`config.mk`:
```
export PLATFORM = sky130hd
export DESIGN_NAME = multicycle_controller
export DESIGN_NICKNAME = d
export VERILOG_FILES = /design/src/rtl/multicycle_controller.sv
export SDC_FILE = /design/constraint.sdc
export NUM_CORES = 1
export LEC_CHECK = 0
export ABC_AREA = 1
export CAP_MARGIN = 20
export CORE_MARGIN = 2
export CORE_UTILIZATION = 30
export DETAILED_ROUTE_END_ITERATION = 10
export PLACE_DENSITY = 0.7
export REMOVE_ABC_BUFFERS = 1
export SYNTH_ARGS = -nofsm -noshare
export SYNTH_HDL_FRONTEND = slang
export SYNTH_SLANG_ARGS = --single-unit
```
`constraint.sdc`:
```
create_clock -name clk -period 2.1 [get_ports clk]
set_input_delay 0.42 -clock clk [delete_from_list [all_inputs] [get_ports clk]]
set_output_delay 0.42 -clock clk [all_outputs]
set_load 0.01 [all_outputs]
```
`src/rtl/multicycle_controller.sv`:
```
`default_nettype none
// ============================================================================
// Module   : multicycle_controller
// Purpose  : Multicycle MIPS control FSM with a memory wait-state timeout.
// Revision : 1.0 - initial release
// ============================================================================
module multicycle_controller #(
    parameter int ALUCTRL_W   = 4,
    parameter bit ENABLE_LINK = 1'b1,
    parameter int MAX_WAIT    = 15
) (
    input  logic                 clk,
    input  logic                 reset,
    input  logic [5:0]           op,
    input  logic [5:0]           funct,
    input  logic                 zero,
    input  logic                 mem_ready,
    output logic                 pcen,
    output logic                 irwrite,
    output logic                 regwrite,
    output logic                 memread,
    output logic                 memwrite,
    output logic                 iord,
    output logic                 alusrca,
    output logic [1:0]           alusrcb,
    output logic [1:0]           pcsrc,
    output logic [1:0]           regdst,
    output logic [1:0]           memtoreg,
    output logic                 half,
    output logic                 b,
    output logic                 lbu,
    output logic [ALUCTRL_W-1:0] alucontrol,
    output logic                 illegal,
    output logic                 buserr,
    output logic [3:0]           state
);

    localparam logic [3:0] c_ST_FETCH  = 4'd0;
    localparam logic [3:0] c_ST_DECODE = 4'd1;
    localparam logic [3:0] c_ST_MEMADR = 4'd2;
    localparam logic [3:0] c_ST_MEMRD  = 4'd3;
    localparam logic [3:0] c_ST_MEMWB  = 4'd4;
    localparam logic [3:0] c_ST_MEMWR  = 4'd5;
    localparam logic [3:0] c_ST_EXEC   = 4'd6;
    localparam logic [3:0] c_ST_ALUWB  = 4'd7;
    localparam logic [3:0] c_ST_ADDIEX = 4'd8;
    localparam logic [3:0] c_ST_ADDIWB = 4'd9;
    localparam logic [3:0] c_ST_BRANCH = 4'd10;
    localparam logic [3:0] c_ST_JUMP   = 4'd11;
    localparam logic [3:0] c_ST_JR     = 4'd12;

    localparam logic [5:0] c_OP_RTYPE = 6'b000000;
    localparam logic [5:0] c_OP_LW    = 6'b100011;
    localparam logic [5:0] c_OP_LH    = 6'b100001;
    localparam logic [5:0] c_OP_LB    = 6'b100000;
    localparam logic [5:0] c_OP_LBU   = 6'b100100;
    localparam logic [5:0] c_OP_SW    = 6'b101011;
    localparam logic [5:0] c_OP_SH    = 6'b101001;
    localparam logic [5:0] c_OP_SB    = 6'b101000;
    localparam logic [5:0] c_OP_BEQ   = 6'b000100;
    localparam logic [5:0] c_OP_BNE   = 6'b000101;
    localparam logic [5:0] c_OP_ADDI  = 6'b001000;
    localparam logic [5:0] c_OP_J     = 6'b000010;
    localparam logic [5:0] c_OP_JAL   = 6'b000011;

    localparam logic [5:0] c_FN_ADD = 6'b100000;
    localparam logic [5:0] c_FN_SUB = 6'b100010;
    localparam logic [5:0] c_FN_AND = 6'b100100;
    localparam logic [5:0] c_FN_OR  = 6'b100101;
    localparam logic [5:0] c_FN_SLT = 6'b101010;
    localparam logic [5:0] c_FN_NOR = 6'b100111;
    localparam logic [5:0] c_FN_XOR = 6'b100110;
    localparam logic [5:0] c_FN_JR  = 6'b001000;

    localparam logic [3:0] c_ALU_ADD = 4'b0010;
    localparam logic [3:0] c_ALU_SUB = 4'b0110;
    localparam logic [3:0] c_ALU_AND = 4'b0000;
    localparam logic [3:0] c_ALU_OR  = 4'b0001;
    localparam logic [3:0] c_ALU_SLT = 4'b0111;
    localparam logic [3:0] c_ALU_NOR = 4'b1100;
    localparam logic [3:0] c_ALU_XOR = 4'b0011;

    localparam int                 c_CNT_W      = (MAX_WAIT > 0) ? $clog2(MAX_WAIT + 1) : 1;
    localparam logic [c_CNT_W-1:0] c_WAIT_LIMIT = c_CNT_W'(MAX_WAIT);

    logic [3:0]         r_state;
    logic [3:0]         w_next_state;
    logic [c_CNT_W-1:0] r_wait_cnt;

    logic w_mem_state, w_timeout;
    logic w_is_rtype, w_is_jr, w_is_load, w_is_store, w_is_branch, w_is_addi;
    logic w_is_jal, w_is_jump, w_funct_ok, w_decode_ok;
    logic [3:0] w_funct_alu;

    logic       w_pcen, w_irwrite, w_regwrite, w_memread, w_memwrite, w_iord, w_alusrca;
    logic [1:0] w_alusrcb, w_pcsrc, w_regdst, w_memtoreg;
    logic       w_half, w_b, w_lbu, w_illegal, w_buserr;
    logic [3:0] w_aluc, w_aluc_gated;

    assign w_mem_state = (r_state == c_ST_FETCH) || (r_state == c_ST_MEMRD) ||
                         (r_state == c_ST_MEMWR);
    assign w_timeout   = (MAX_WAIT > 0) && w_mem_state && !mem_ready &&
                         (r_wait_cnt == c_WAIT_LIMIT);

    assign w_is_rtype  = (op == c_OP_RTYPE);
    assign w_is_jr     = w_is_rtype && (funct == c_FN_JR);
    assign w_is_load   = (op == c_OP_LW) || (op == c_OP_LH) || (op == c_OP_LB) ||
                         (op == c_OP_LBU);
    assign w_is_store  = (op == c_OP_SW) || (op == c_OP_SH) || (op == c_OP_SB);
    assign w_is_branch = (op == c_OP_BEQ) || (op == c_OP_BNE);
    assign w_is_addi   = (op == c_OP_ADDI);
    assign w_is_jal    = ENABLE_LINK && (op == c_OP_JAL);
    assign w_is_jump   = (op == c_OP_J) || w_is_jal;
    assign w_decode_ok = w_is_load || w_is_store || w_is_branch || w_is_addi || w_is_jump ||
                         (w_is_rtype && (w_is_jr || w_funct_ok));

    always_comb begin
        w_funct_alu = c_ALU_ADD;
        w_funct_ok  = 1'b1;
        case (funct)
            c_FN_ADD: w_funct_alu = c_ALU_ADD;
            c_FN_SUB: w_funct_alu = c_ALU_SUB;
            c_FN_AND: w_funct_alu = c_ALU_AND;
            c_FN_OR:  w_funct_alu = c_ALU_OR;
            c_FN_SLT: w_funct_alu = c_ALU_SLT;
            c_FN_NOR: w_funct_alu = c_ALU_NOR;
            c_FN_XOR: w_funct_alu = c_ALU_XOR;
            default:  w_funct_ok  = 1'b0;
        endcase
    end

    always_comb begin
        w_next_state = c_ST_FETCH;
        case (r_state)
            c_ST_FETCH:  w_next_state = mem_ready ? c_ST_DECODE : c_ST_FETCH;
            c_ST_DECODE: begin
                if (w_is_load || w_is_store)           w_next_state = c_ST_MEMADR;
                else if (w_is_jr)                      w_next_state = c_ST_JR;
                else if (w_is_rtype && w_funct_ok)     w_next_state = c_ST_EXEC;
                else if (w_is_branch)                  w_next_state = c_ST_BRANCH;
                else if (w_is_addi)                    w_next_state = c_ST_ADDIEX;
                else if (w_is_jump)                    w_next_state = c_ST_JUMP;
                else                                   w_next_state = c_ST_FETCH;
            end
            c_ST_MEMADR: w_next_state = w_is_load ? c_ST_MEMRD : c_ST_MEMWR;
            c_ST_MEMRD:  w_next_state = mem_ready ? c_ST_MEMWB :
                                        (w_timeout ? c_ST_FETCH : c_ST_MEMRD);
            c_ST_MEMWR:  w_next_state = (mem_ready || w_timeout) ? c_ST_FETCH : c_ST_MEMWR;
            c_ST_EXEC:   w_next_state = c_ST_ALUWB;
            c_ST_ADDIEX: w_next_state = c_ST_ADDIWB;
            default:     w_next_state = c_ST_FETCH;
        endcase
    end

    // A timeout in FETCH stays in FETCH, so the counter must be cleared explicitly.
    always_ff @(posedge clk or negedge reset) begin
        if (!reset) begin
            r_state    <= c_ST_FETCH;
            r_wait_cnt <= '0;
        end else begin
            r_state <= w_next_state;
            if ((w_next_state != r_state) || w_timeout)
                r_wait_cnt <= '0;
            else if (w_mem_state && !mem_ready)
                r_wait_cnt <= r_wait_cnt + c_CNT_W'(1);
        end
    end

    always_comb begin
        w_pcen = 1'b0; w_irwrite = 1'b0; w_regwrite = 1'b0; w_memread = 1'b0;
        w_memwrite = 1'b0; w_iord = 1'b0; w_alusrca = 1'b0;
        w_alusrcb = 2'b00; w_pcsrc = 2'b00; w_regdst = 2'b00; w_memtoreg = 2'b00;
        w_half = 1'b0; w_b = 1'b0; w_lbu = 1'b0;
        w_illegal = 1'b0; w_buserr = 1'b0;
        w_aluc = c_ALU_ADD;
        case (r_state)
            c_ST_FETCH: begin
                w_memread = 1'b1; w_alusrcb = 2'b01;
                w_pcen = mem_ready; w_irwrite = mem_ready; w_buserr = w_timeout;
            end
            c_ST_DECODE: begin
                w_alusrcb = 2'b11; w_illegal = !w_decode_ok;
            end
            c_ST_MEMADR: begin w_alusrca = 1'b1; w_alusrcb = 2'b10; end
            c_ST_MEMRD:  begin w_memread = 1'b1; w_iord = 1'b1; w_buserr = w_timeout; end
            c_ST_MEMWB:  begin w_regwrite = 1'b1; w_memtoreg = 2'b01; end
            c_ST_MEMWR: begin
                w_memwrite = !w_timeout; w_iord = 1'b1; w_buserr = w_timeout;
            end
            c_ST_EXEC:   begin w_alusrca = 1'b1; w_aluc = w_funct_alu; end
            c_ST_ALUWB:  begin w_regwrite = 1'b1; w_regdst = 2'b01; end
            c_ST_ADDIEX: begin w_alusrca = 1'b1; w_alusrcb = 2'b10; end
            c_ST_ADDIWB: w_regwrite = 1'b1;
            c_ST_BRANCH: begin
                w_alusrca = 1'b1; w_aluc = c_ALU_SUB; w_pcsrc = 2'b01;
                w_pcen = zero ^ (op == c_OP_BNE);
            end
            c_ST_JUMP: begin
                w_pcsrc = 2'b10; w_pcen = 1'b1;
                if (w_is_jal) begin
                    w_regwrite = 1'b1; w_regdst = 2'b10; w_memtoreg = 2'b10;
                end
            end
            c_ST_JR:     begin w_pcsrc = 2'b11; w_pcen = 1'b1; end
            default:     ;
        endcase
        if ((r_state == c_ST_MEMRD) || (r_state == c_ST_MEMWB) || (r_state == c_ST_MEMWR)) begin
            w_half = (op == c_OP_LH) || (op == c_OP_SH);
            w_b    = (op == c_OP_LB) || (op == c_OP_SB) || (op == c_OP_LBU);
            w_lbu  = (op == c_OP_LBU);
        end
    end

    // Outputs are gated by reset so strobes drop the instant reset asserts.
    assign pcen     = reset & w_pcen;
    assign irwrite  = reset & w_irwrite;
    assign regwrite = reset & w_regwrite;
    assign memread  = reset & w_memread;
    assign memwrite = reset & w_memwrite;
    assign iord     = reset & w_iord;
    assign alusrca  = reset & w_alusrca;
    assign alusrcb  = reset ? w_alusrcb  : 2'b00;
    assign pcsrc    = reset ? w_pcsrc    : 2'b00;
    assign regdst   = reset ? w_regdst   : 2'b00;
    assign memtoreg = reset ? w_memtoreg : 2'b00;
    assign half     = reset & w_half;
    assign b        = reset & w_b;
    assign lbu      = reset & w_lbu;
    assign illegal  = reset & w_illegal;
    assign buserr   = reset & w_buserr;
    assign state    = reset ? r_state : 4'd0;

    assign w_aluc_gated = reset ? w_aluc : 4'b0000;

    generate
        if (ALUCTRL_W > 4) begin : g_aluc_pad
            assign alucontrol = {{(ALUCTRL_W-4){1'b0}}, w_aluc_gated};
        end else begin : g_aluc_exact
            assign alucontrol = w_aluc_gated;
        end
    endgenerate

endmodule
`default_nettype wire

```
Word-level counts from Yosys, hierarchy flattened. Cells that the tools add are included.

Bitwise logic cells: 13. Eq/ne operators: 34. Reductions and logical operators: 41. Add/sub/neg operators: 1. Muxes and demuxes: 41.

Operator list (count): $eq 6x6->1 const B (14); $mux 4 (10); $pmux 4 s7 (1); $eq 4x4->1 const B (6); $pmux 4 s6 (1); $logic_or 1x1->1 (22); $eq 4x3->1 const B (4); $mux 1 (13); $and 1x1->1 (12); $eq 6x2->1 const B (2); $eq 6x3->1 const B (2); $eq 6x4->1 const B (2); $mux 2 (6); $pmux 2 s3 (2); $mux 3 (3); $eq 4x2->1 const B (2); $pmux 2 s2 (2); $pmux 4 s2 (1); $reduce_or 2->1 (4); $reduce_or 7->1 (1); $logic_not 6->1 (1); $reduce_or 3->1 (2); $logic_and 1x1->1 (5); $add 4x1->4 const B (1); other kinds (9) (11).

Bits in registers: 8. Logic and storage cells: 132. Output and inout bits: 28. Input port bits: 16.

Longest topological paths before layout.
Word-level depth: 12. Depth in mapped cells: 12.

Worst setup path before layout. Ideal clock, no wire load.

Kind: reg2out. From: register r_state[2]. To: output regwrite. Buffers on the path: 0. Stages on the path, launching flop included: 8. Arrival time: 1.417 ns. Slack: 0.263 ns. Data required time: 1.680 ns. Cell sequence: dfrtp_1 -> inv_2 -> nand2_1 -> inv_1 -> nand2_1 -> nor4_1 -> nor2_1 -> o21ai_0.

Cells in the longest elaborated chain, start to end: 4. Elaborated cells on any way between the ends: 7. Classes of those cells: eq/ne (4); mux (1); bitwise (1); reduce/logical (1).

RTL lines: from (decl) (line 86) `logic [3:0] r_state;`; from (signal assigned) (line 158) `r_state <= c_ST_FETCH;`; from (signal assigned) (line 161) `r_state <= w_next_state;`; $eq 4x3->1 or $eq 4x4->1 (tied branches) (line 176) `case (r_state)`; $reduce_or 3->1 (no source line); $pmux 1 s2 (*) (line 176); $and 1x1->1 (*) (line 217) `assign regwrite = reset & w_regwrite;`; to (decl) (line 20) `output logic regwrite,`.

Mark *: on every way between the ends. The rest lies on a longest branch, timed or not.

Worst setup path after layout.
From: register r_state[1]. To: output pcen.

Cells in the longest elaborated chain, start to end: 4. Elaborated cells on any way between the ends: 7. Classes of those cells: eq/ne (3); mux (1); bitwise (1); reduce/logical (2).

RTL lines: $eq 4x4->1 (line 176); $reduce_or 2->1 (no source line); $pmux 1 s3 (*) (line 176); $and 1x1->1 (*) (line 215) `assign pcen = reset & w_pcen;`; to (decl) (line 18) `output logic pcen,`.

Marked as above.

==> metrics.md <==
| Metric | Value |
|---|---|
| CORE AREA | `0.00369 mm2` |
| Die W | `66.0 um` |
| # fillers | `352` |
| Tmin final | `2.07 ns` |
| WL final | `4.47 mm` |
| Port buffer count | `43` |
| Worst slew margin | `80.8%` |
| CP endpoint kind | `primary output` |
| Syn-to-layout area delta | `107%` |
| GP Congestion | `0.858` |
| TritonCTS buffer count | `3` |
| Dpl hpwl | `3.06 mm` |
| Leakage | `1.28 nW` |
| Cells after DPL | `352` |
| GR peak layer | `met2` |
| EDFF count, synth | `0` |
| DR pass1 iterations | `4` |
| Yosys cell types | `33` |
| Total track usage | `20.2%` |
| CP cell instances | `buf_4, nand2_2, inv_2, nand2_2, buf_6, a21oi_2, a311o_1, buf_2` |
| Top cells by count, synth | `38 x nand2_1, 31 x inv_1, 26 x nor2_1` |
| Count leader, synth | `nand2_1` |
| Yosys warning total | `0` |
| Max cap viols | `0` |
| Max clock buf depth | `2` |
| Grt met1 use | `23.9%` |
| Mapped Area | `0.00115 mm2` |
| CP endpoint | `pcen` |
| Max Fclk | `484 MHz` |
| Final Hold Viols | `0` |
| Final Cell Area | `0.00239 mm2` |
| Critical path data arrival time | `1.65 ns` |
| Post-detailed-route count of antenna-violating nets | `0` |
| CP startpoint kind | `flip-flop` |
| Final std cells w/o fill | `368` |
| Pwr/cell area | `648 mW/mm2` |
| Initial antenna violation count | `0` |
| Via/cell ratio | `4.82` |
| Storage cell area | `205 um2` |
| Grt total ovfl | `0` |
| Design Power | `0.00155 W` |
| Num Clock Sinks | `8` |
| Min-delay worst type | `in -> async` |
| Hold buffers post-CTS | `0` |
| Met3 usage | `3.07%` |
| Crit-path max cell delay | `0.45 ns` |
| Post-synthesis register bit count | `8` |
| Register area share after synthesis | `17.3%` |
| Most frequent CP cell | `nand2_2` |
| Synth top area share | `17.3%` |
| Reg clk slew, reported paths | `0.04 ns` |
| Gate count after technology mapping | `200` |
| Placed cell areas | `0.00211 mm2` |
| Htree depth | `1` |
| Area taken by multi-input logic gates | `0.00102 mm2` |
| Die ar. | `0.00436 mm2` |
| CP max-delay cell | `dfrtp_2` |
| Worst path required time | `1.68 ns` |
| Met2 usage | `37.2%` |
| Pin count of the biggest net entering global routing | `14` |
| Share of cells above drive strength 1 | `56.6%` |
| RR Endpoint | `r_wait_cnt[2]` |
| Die Y | `66.0 um` |
| Prevailing post-synth register cell | `dfrtp_1` |
| DR vias | `1773` |
| Cell taking the most area after synthesis | `dfrtp_1` |
| Starting Density | `31.3%` |
| Critical Path Start | `r_state[1]` |
| Util after Layout | `64.8%` |
| CTS tree | `built` |
| Drt wl/cell | `12.2 um` |
| DRC violations left | `0` |
| Final setup vio count | `0` |
| Vias in the first global route | `1696` |
| CP Max Fanout | `4` |
| Status | `finished clean` |
| Pins Over Slew Limit | `0` |
| CP Class | `reg -> out` |
| First-pass GRT wire length | `7.02 mm` |
| I/O Pins | `44` |
| Iter 0 DRT Violations | `56` |
| Antenna fix cells | `0` |
| Slew of the pin with the lowest slew margin | `0.287 ns` |
| Worst vdd ir | `0.000412 V` |
| RR Startpoint | `r_state[0]` |
| RSZ-0062 raised after global routing | `yes` |
| Setup slack, reg-to-reg | `0.09 ns` |
| Syn avg cell area | `5.77 um2` |
| Register-to-Register Path Depth | `14` |
| Post-synth ARST share | `100%` |
| Nets | `339` |
| Final period util | `98.4%` |
| Clock latency on the worst-skew pair | `0.23 ns` |
| Row count | `22` |
| Largest cells by area after synthesis | `dfrtp_1 17%, nand2_1 12%, nand3_1 10%` |
| Root buffer cell | `clkbuf_8` |
| Final Skew | `0.00123 ns` |
-- registers in the layout, summed over array words and instances (netlist names) --
register	cells
r_state	4
r_wait_cnt	4
-- stage by stage --
stage	TNS (ns)	hold slack [ns]	worst slack (ns)
floorplan	0	0.124	0.263
global placement	-9.26	0.460	-0.630
detailed placement	-9.79	0.467	-0.679
CTS	0	0.281	0.00830
global route	-0.399	0.287	-0.0604
finish	0	0.279	0.0332
-- critical path: cells and delay by family (launching register included) --
family,cells,cell delay [ns]
flip-flops,1,0.45
buffers and inverters,4,0.45
AND/OR/NAND/NOR,2,0.14
AO/OA/AOI/OAI,2,0.37
-- metal layers --
layer | vias to the layer above | routed length, um
li1 | 893 | -
met1 | 816 | 1830
met2 | 51 | 2310
met3 | 13 | 201
met4 | 0 | 128
met5 | - | 0
-- power breakdown --
group	switching [W]	internal, W	leakage, nW
clock	0.0000586	0.000124	0.0216
combinational	0.000578	0.000537	1.16
sequential	0.0000546	0.000197	0.102
total	0.000691	0.000859	1.28
-- worst min path at each step --
stage | from | endpoint | slack [ns] | depth (start not counted)
after global routing | reset | r_state[0] | 0.29 | 2
after CTS | reset | r_state[0] | 0.28 | 2
after global placement | r_wait_cnt[0] | r_wait_cnt[0] | 0.46 | 1
final | reset | r_state[0] | 0.28 | 2
after detailed placement | r_wait_cnt[0] | r_wait_cnt[0] | 0.47 | 1
after floorplan | reset | r_state[0] | 0.12 | 0
-- cell usage in the layout (no fill, tap or decap), drive strengths merged, types with 2 or more instances in the layout --
cell           count
nand4              4
and3               2
dlygate4sd2       13
o21ai              6
a21oi             11
clkdlybuf4s15      7
dfrtp              8
clkdlybuf4s50      6
nand2             43
inv               38
nor3               8
nand3             25
clkbuf             8
nor4               3
nor2              39
buf               88
-- area by class of cell --
cell class | count | area share [%]
Multi-Input combinational cell | 152 | 42.7
Clock buffer | 3 | 1.73
Sequential cell | 8 | 8.58
Inverter | 38 | 5.97
Tap cell | 48 | 2.51
Timing Repair Buffer | 119 | 38.5
-- what timing repair did --
item                       4_1_cts  5_1_grt
setup buffers                   12        1
setup endpoints to repair       30       22
pin swaps                        9       19
resized for setup              106       47
-- logic make-up after synthesis --
group,share of synthesized area (%)
flip-flops,17.3
XOR/XNOR,1.52
AO/OA/AOI/OAI,13.4
adder cells (fa/ha/maj),1.08
AND/OR/NAND/NOR,53.6
buffers and inverters,13.0
No activity file was read; power rests on OpenSTA's default activity.
